## config.mk

```make
export PLATFORM = sky130hd
export DESIGN_NAME = branch_target_unit
export DESIGN_NICKNAME = d
export VERILOG_FILES = /design/src/rtl/branch_target_unit.sv
export SDC_FILE = /design/constraint.sdc
export NUM_CORES = 1
export LEC_CHECK = 0
export CORE_UTILIZATION = 50
export DETAILED_ROUTE_END_ITERATION = 8
export PLACE_DENSITY = 0.83
export REMOVE_ABC_BUFFERS = 1
export SYNTH_ARGS = -nofsm -noshare
export SYNTH_HDL_FRONTEND = slang
export SYNTH_SLANG_ARGS = --single-unit
```

## constraint.sdc

```tcl
create_clock -name clk -period 2.9 [get_ports clk]
set_input_delay 0.58 -clock clk [delete_from_list [all_inputs] [get_ports clk]]
set_output_delay 0.58 -clock clk [all_outputs]
set_load 0.05 [all_outputs]
```

## src/rtl/branch_target_unit.sv

```systemverilog
// Branch target unit: one-deep registered result stage computing relative/absolute
// branch targets, with a circular return-address stack for calls and returns.
module branch_target_unit #(
  parameter int INST_ADDR_WIDTH   = 16,
  parameter int NUM_BYTES_IN_INST = 2,
  parameter int RAS_DEPTH         = 4
) (
  input  logic                       clk,
  input  logic                       rst,
  input  logic                       in_valid,
  output logic                       in_ready,
  input  logic [1:0]                 op,
  input  logic                       jump,
  input  logic [INST_ADDR_WIDTH-1:0] pc,
  input  logic [INST_ADDR_WIDTH-1:0] inst_1,
  input  logic [INST_ADDR_WIDTH-1:0] inst_2,
  output logic                       out_valid,
  input  logic                       out_ready,
  output logic [INST_ADDR_WIDTH-1:0] branch_addr,
  output logic                       ras_ovf,
  output logic                       ras_unf
);

  localparam int PTR_W = $clog2(RAS_DEPTH);
  localparam logic [INST_ADDR_WIDTH-1:0] INC      = INST_ADDR_WIDTH'(NUM_BYTES_IN_INST);
  localparam logic [PTR_W:0]             CNT_FULL = (PTR_W + 1)'(RAS_DEPTH);
  localparam logic [PTR_W:0]             CNT_ONE  = (PTR_W + 1)'(1);
  localparam logic [PTR_W-1:0]           PTR_ONE  = PTR_W'(1);

  typedef enum logic [1:0] {
    OP_COND = 2'b00,
    OP_CALL = 2'b01,
    OP_RET  = 2'b10,
    OP_JMP  = 2'b11
  } op_e;

  op_e op_s;
  assign op_s = op_e'(op);

  logic                       out_valid_q, out_valid_d;
  logic [INST_ADDR_WIDTH-1:0] branch_addr_q, branch_addr_d;
  logic                       ras_ovf_q, ras_ovf_d;
  logic                       ras_unf_q, ras_unf_d;
  logic [PTR_W-1:0]           top_q, top_d;
  logic [PTR_W:0]             cnt_q, cnt_d;
  logic [INST_ADDR_WIDTH-1:0] ras_q [RAS_DEPTH];
  logic                       push_en;
  logic [INST_ADDR_WIDTH-1:0] push_val;
  logic                       accept;

  assign in_ready    = !out_valid_q || out_ready;
  assign accept      = in_valid && in_ready;
  assign out_valid   = out_valid_q;
  assign branch_addr = branch_addr_q;
  assign ras_ovf     = ras_ovf_q;
  assign ras_unf     = ras_unf_q;

  always_comb begin
    out_valid_d   = out_valid_q;
    branch_addr_d = branch_addr_q;
    ras_ovf_d     = 1'b0;
    ras_unf_d     = ras_unf_q;
    top_d         = top_q;
    cnt_d         = cnt_q;
    push_en       = 1'b0;
    push_val      = pc + INC;
    if (accept) begin
      out_valid_d = 1'b1;
      case (op_s)
        OP_COND: branch_addr_d = pc + (jump ? inst_1 : inst_2) + INC;
        OP_CALL: begin
          branch_addr_d = pc + inst_1 + INC;
          push_en       = 1'b1;
          top_d         = top_q + PTR_ONE;
          // When full, the slot after top is the oldest entry, so advancing overwrites it.
          if (cnt_q == CNT_FULL) ras_ovf_d = 1'b1;
          else                   cnt_d     = cnt_q + CNT_ONE;
        end
        OP_RET: begin
          if (cnt_q == '0) begin
            branch_addr_d = '0;
            ras_unf_d     = 1'b1;
          end else begin
            branch_addr_d = ras_q[top_q];
            top_d         = top_q - PTR_ONE;
            cnt_d         = cnt_q - CNT_ONE;
          end
        end
        OP_JMP:  branch_addr_d = inst_1;
        default: branch_addr_d = branch_addr_q;
      endcase
    end else if (out_valid_q && out_ready) begin
      out_valid_d = 1'b0;
    end
  end

  always_ff @(posedge clk or negedge rst) begin
    if (!rst) begin
      out_valid_q   <= 1'b0;
      branch_addr_q <= '0;
      ras_ovf_q     <= 1'b0;
      ras_unf_q     <= 1'b0;
      top_q         <= '0;
      cnt_q         <= '0;
    end else begin
      out_valid_q   <= out_valid_d;
      branch_addr_q <= branch_addr_d;
      ras_ovf_q     <= ras_ovf_d;
      ras_unf_q     <= ras_unf_d;
      top_q         <= top_d;
      cnt_q         <= cnt_d;
    end
  end

  // Stack storage carries no reset; occupancy count alone defines what is valid.
  always_ff @(posedge clk) begin
    if (push_en) ras_q[top_d] <= push_val;
  end

endmodule

```

Word level (Yosys, flattened, before mapping). Memory sizes are Yosys's and may differ from the RTL's. Index checks and enable logic that the tools add are counted.

Latch bits: 0. Input bits: 55. Bits in writable memories: 64. Flip-flop bits (word level): 24. Memories: 1. Logic and storage cells: 50. Bits in read-only memories: 0.

Equality and inequality tests: 6. Multiplexer cells: 18. Multipliers: 0. Add/subtract/negate cells: 9. Shift-type cells: 0. $lt $le $gt $ge: 0. Divide/modulo/power cells: 0. Bitwise operators: 0. Reduce and logical (&&, ||, !) cells: 10.

Memories: ras_q (depth 4, width 16, rd ports 1, clocked after Yosys merged registers in 0, wr ports 1, RTL line 46) `logic [INST_ADDR_WIDTH-1:0] ras_q [RAS_DEPTH];`.

Operator list (number): 16-bit one-hot mux with 4 select lines (1); 16-bit by 2-bit adder with 16-bit output (second input constant) (3); 16-bit adder (2); 16-bit 2-to-1 mux (2); 1-bit 2-to-1 mux (9); 3-bit 2-to-1 mux (2); 3-bit one-hot mux with 2 select lines (1); 2-bit == test (second input constant) (2); 2-bit 2-to-1 mux (2); 2-bit inequality test (second input constant) (2); 2-bit one-hot mux with 2 select lines (1); 4-bit AND reduction (1); 2-bit nonzero test (2); 3-bit by 1-bit adder with 3-bit output (second input constant) (1); 3-bit == test (second input constant) (1); 3-bit logical NOT (1); 3-bit AND reduction (1); 3-bit by 1-bit subtractor with 3-bit output (second input constant) (1); 2-bit by 1-bit adder with 2-bit output (second input constant) (1); 2-bit by 1-bit == test with 1-bit output (second input constant) (1); 1-bit logical AND (2); 2-bit logical NOT (1); 2-bit by 1-bit subtractor with 2-bit output (second input constant) (1); 1-bit logical NOT (1); 1-bit logical OR (1).

Depth between registers and ports, before layout.
Word-level depth: 6. Depth in mapped cells: 14. Gate-level depth less buffers: 12.

Worst setup path before layout. OpenSTA, ideal clock, no wires.

Path type: input port to flip-flop. Start: in jump. End: reg branch_addr_q[13] (netlist: branch_addr[13]). Setup slack: -538 ps. Arrival: 3315 ps. Buffers on the path: 2. Cell stages on the path: 14. Cell sequence: clkbuf_1 buf_1 mux2i_1 ha_1 inv_1 ha_1 inv_1 fa_1 nor2b_1 o31a_1 o21ai_1 o31ai_1 xor2_1 o221a_2.

Longest elaborated chain between the ends: 4.

RTL lines: from (decl) (RTL line 13) `input logic jump,`; 16-bit 2-to-1 mux (RTL line 70) `OP_COND: branch_addr_d = pc + (jump ? inst_1 : inst_2) + INC;`; 16-bit adder (RTL line 70); 16-bit by 2-bit adder with 16-bit output (RTL line 70); 16-bit one-hot mux with 4 select lines (RTL line 69) `case (op_s)`; to (signal assigned) (RTL line 107) `branch_addr_q <= branch_addr_d;`; to (decl) (RTL line 41) `logic [INST_ADDR_WIDTH-1:0] branch_addr_q, branch_addr_d;`.

Every way passes these cells. A chain may end at the register's enable or synchronous reset.

Worst setup path after layout.
Start: in inst_1[9]. End: reg branch_addr_q[13] (netlist: branch_addr[13]).

Longest elaborated chain between the ends: 4. Elaborated cells between the ends (all ways): 6. Classes of those cells: add/sub (4); mux (2).

RTL lines: from (decl) (RTL line 15) `input logic [INST_ADDR_WIDTH-1:0] inst_1,`; 16-bit 2-to-1 mux (RTL line 70); 16-bit adder (RTL line 70); 16-bit by 2-bit adder with 16-bit output (RTL line 70); 16-bit one-hot mux with 4 select lines * (RTL line 69).

Mark *: on every way between the ends. The rest lies on a longest branch, timed or not.

==> results.yml <==
worst_setup_path:
  crit_required_ps: 3200
  startpoint_type: "input pin"
  crit_fanout: 4
  r2r_slack_ps: 440
  worstPathCellList: "clkdlybuf4s50_1, ha_1, ha_1, and3_1, and3_1, a21oi_4, buf_6, or4b_1, nand3_2, o221a_2"
  cp_slowest_stage_delay_ps: 570
  regToRegEndpoint: "branch_addr[2]"
  reg2reg_depth: 5
  path_buf_inv: 2
  critPathTopFamily: "simple AND/OR/NAND/NOR gates"
  r2r-start: "top_q[0]"
  cp_slowest_cell: "clkdlybuf4s50_1"
  cp_data_arrival_time_ps: 3160
  end_kind: "flip-flop"
  worst-setup-path-type: "in2reg"
final_layout:
  fillers: 756
  final_common_cell: "buf_4"
  fin_util_pct: 72.1
  final_nets: 839
  layout_common_cells: "buf_4 (116), edfxtp_1 (64), clkdlybuf4s50_1 (63)"
  antenna_cells: 0
  finish.instance_area_mm2: 0.00838
  area_growth_pct: 38.2
  layout-drive-gt1-share_pct: 29.5
  stdcell_count: 866
status:
  violations: "design-rule violations"
  status: "complete, but fails checks"
synth:
  synth_ff_type: "edfxtp_1"
  yosys.area.top_type: "edfxtp_1"
  synth_area_leaders: "edfxtp_1 (32%), ha_1 (13%), dfrtp_1 (9.9%)"
  yosysUniqueCellTypes: 63
  synth_cells: 535
  synth_top_cell_area_share_pct: 31.7
  syn_area_per_cell_um2: 11.3
  syn_area_mm2: 0.00606
  synth-seq-cells: 88
  synth-async-reset-ratio_pct: 27.3
  synth_edf_count: 64
  seq_area_frac_synth_pct: 41.6
  yosys_warnings: 0
floorplan:
  io_pins: 75
  rows: 39
  start_util_pct: 52.2
  fp.dieH_um: 112
  coreArea_mm2: 0.0116
  fp.dieW_um: 112
  die_area_mm2: 0.0126
global_route:
  antenna_found_initial: 0
  grt_util_all_layers_pct: 29.1
  grt_pass1_vias: 5380
  grt_pass1_wl_um: 27900
  grt_max_degree: 25
  gr-total-overflow: 0
routing:
  ant_nets: 0
  drt-total-wl_um: 18100
  drt_first_pass_iters: 7
  vias: 5331
  wire_per_inst_um: 20.9
  drtIter0Drc: 428
  vias_per_cell: 6.16
  drc_errors: 4
timing:
  fin_skew_ps: 9.46
  relSlewSlack_pct: 57.8
  tightest_slew_ps: 633
  setup_viol: 0
  rsz0062_at_grt: "yes"
  fin_crit_sh_pct: 98.5
  maxSlewViolCount: 0
  max_freq_mhz: 350
  period_needed_ps: 2860
  layout_setup_ws_ps: 44.0
  hold_viol: 0
clocking:
  insertion_delay_ps: 350
  cts_buffers: 9
  clkTransAtPathRegs_ps: 70
  cts_max_level: 3
  cts_num_sinks: 88
  cts_root_buffer: "clkbuf_16"
  cts_buffer_depth: 2
  cts_tree: "built"
placed_design:
  dpl.hpwl_um: 13500
  routabilityCongestion: 0.941
  placed_area_mm2: 0.00780
  place_inst: 847
  port_buffers: 74
  pre_cts_slack_ps: -721
worst_hold_path:
  hold_start: "branch_addr[2]"
  whs_endpoint: "branch_addr[2]"
  min_delay_path_depth: 2
  hp-class: "reg2reg"
power:
  power_w: 0.00517
  ir_drop_v: 0.000409
  p_leak_nw: 3.48
  power.density_mw_per_mm2: 617
run:
  max_cap_violations: 0
-- tightest hold or removal path, stage by stage, from the launching register on --
cell	delay (ps)
dfrtp_1	340
nand2_1	50
o21ai_0	60
-- Yosys cell counts, drive strengths merged (5+ instances only) --
library cell and number:
clkbuf 11, o21bai 5, nor3b 5, a31oi 7, xnor2 21, mux2 16
o21ai 24, a21o 14, nand3 15, dfrtp 24, a21oi 34, and3 7
nor2b 6, ha 63, a211oi 7, edfxtp 64, buf 12, nand2b 6
a221oi 7, nor2 29, nand2 41, mux4 16, o2111ai 6, inv 20
a222oi 7, xor2 17
-- registers in the layout (all words and copies together) (netlist names) --
name,flops
cnt_q,3
ras_ovf,1
top_q,2
ras_unf,1
ras_q,64
out_valid,1
branch_addr,16
-- worst max-delay path by stage --
| stage | endpoint | start | cells past startpoint | slack (ps) |
|---|---|---|---|---|
| floorplan | ras_q[1][0] | out_valid | 6 | -620 |
| global placement | branch_addr[11] | jump | 15 | -640 |
| detailed placement | branch_addr[11] | jump | 15 | -720 |
| CTS | branch_addr[11] | inst_1[3] | 11 | 10 |
| global route | branch_addr[13] | inst_1[10] | 11 | -60 |
| finish | branch_addr[13] | inst_1[9] | 10 | 40 |
-- per-layer routing --
layer / global-route usage, % / share of wire (%) / vias to the layer above
met4: 13.8 / 3.4 / 0
met3: 5.45 / 6.9 / 54
met2: 48.0 / 48 / 238
li1: - / - / 2437
met1: 37.2 / 41 / 2602
met5: 0 / 0 / -
-- cell type report --
cell class                      count  area, µm²  area share [%]
Tap cell                          143        179            2.14
Multi-Input combinational cell    404       3550            42.4
Sequential cell                    88       2520            30.1
Inverter                           20       75.1           0.896
Clock inverter                      7        109            1.30
Clock buffer                        9        225            2.69
Timing Repair Buffer              195       1710            20.4
-- per-stage QoR --
step | hold slack, ps | TNS, ps
after floorplan | 284 | -35370
after global placement | 461 | -6330
after detailed placement | 475 | -6960
after CTS | 491 | 0
after global routing | 534 | -176
final | 480 | 0
-- timing repair --
action,4_1_cts,5_1_grt
endpoints found under the setup margin,11,11
setup buffers,1,2
pin swaps,7,12
hold buffers,0,0
gates resized for setup,17,33
-- cell families after synthesis --
| family | after synthesis | share of synthesized area [%] |
|---|---|---|
| flops | 88 | 41.6 |
| mux | 36 | 9.58 |
| compound gates | 140 | 16.3 |
| fa+ha+maj | 66 | 14.0 |
| simple gates | 124 | 9.95 |
| xor+xnor | 38 | 5.49 |
| buf+inv | 43 | 3.08 |
-- power by group --
part / leakage, nW / total [W] / switching (W) / internal, W
combinational: 2.45 / 0.00221 / 0.00117 / 0.00104
clock: 0.164 / 0.00132 / 0.000547 / 0.000775
sequential: 0.866 / 0.00163 / 0.000146 / 0.00149
total: 3.48 / 0.00517 / 0.00186 / 0.00331
Power figures use the tool's default switching activity.
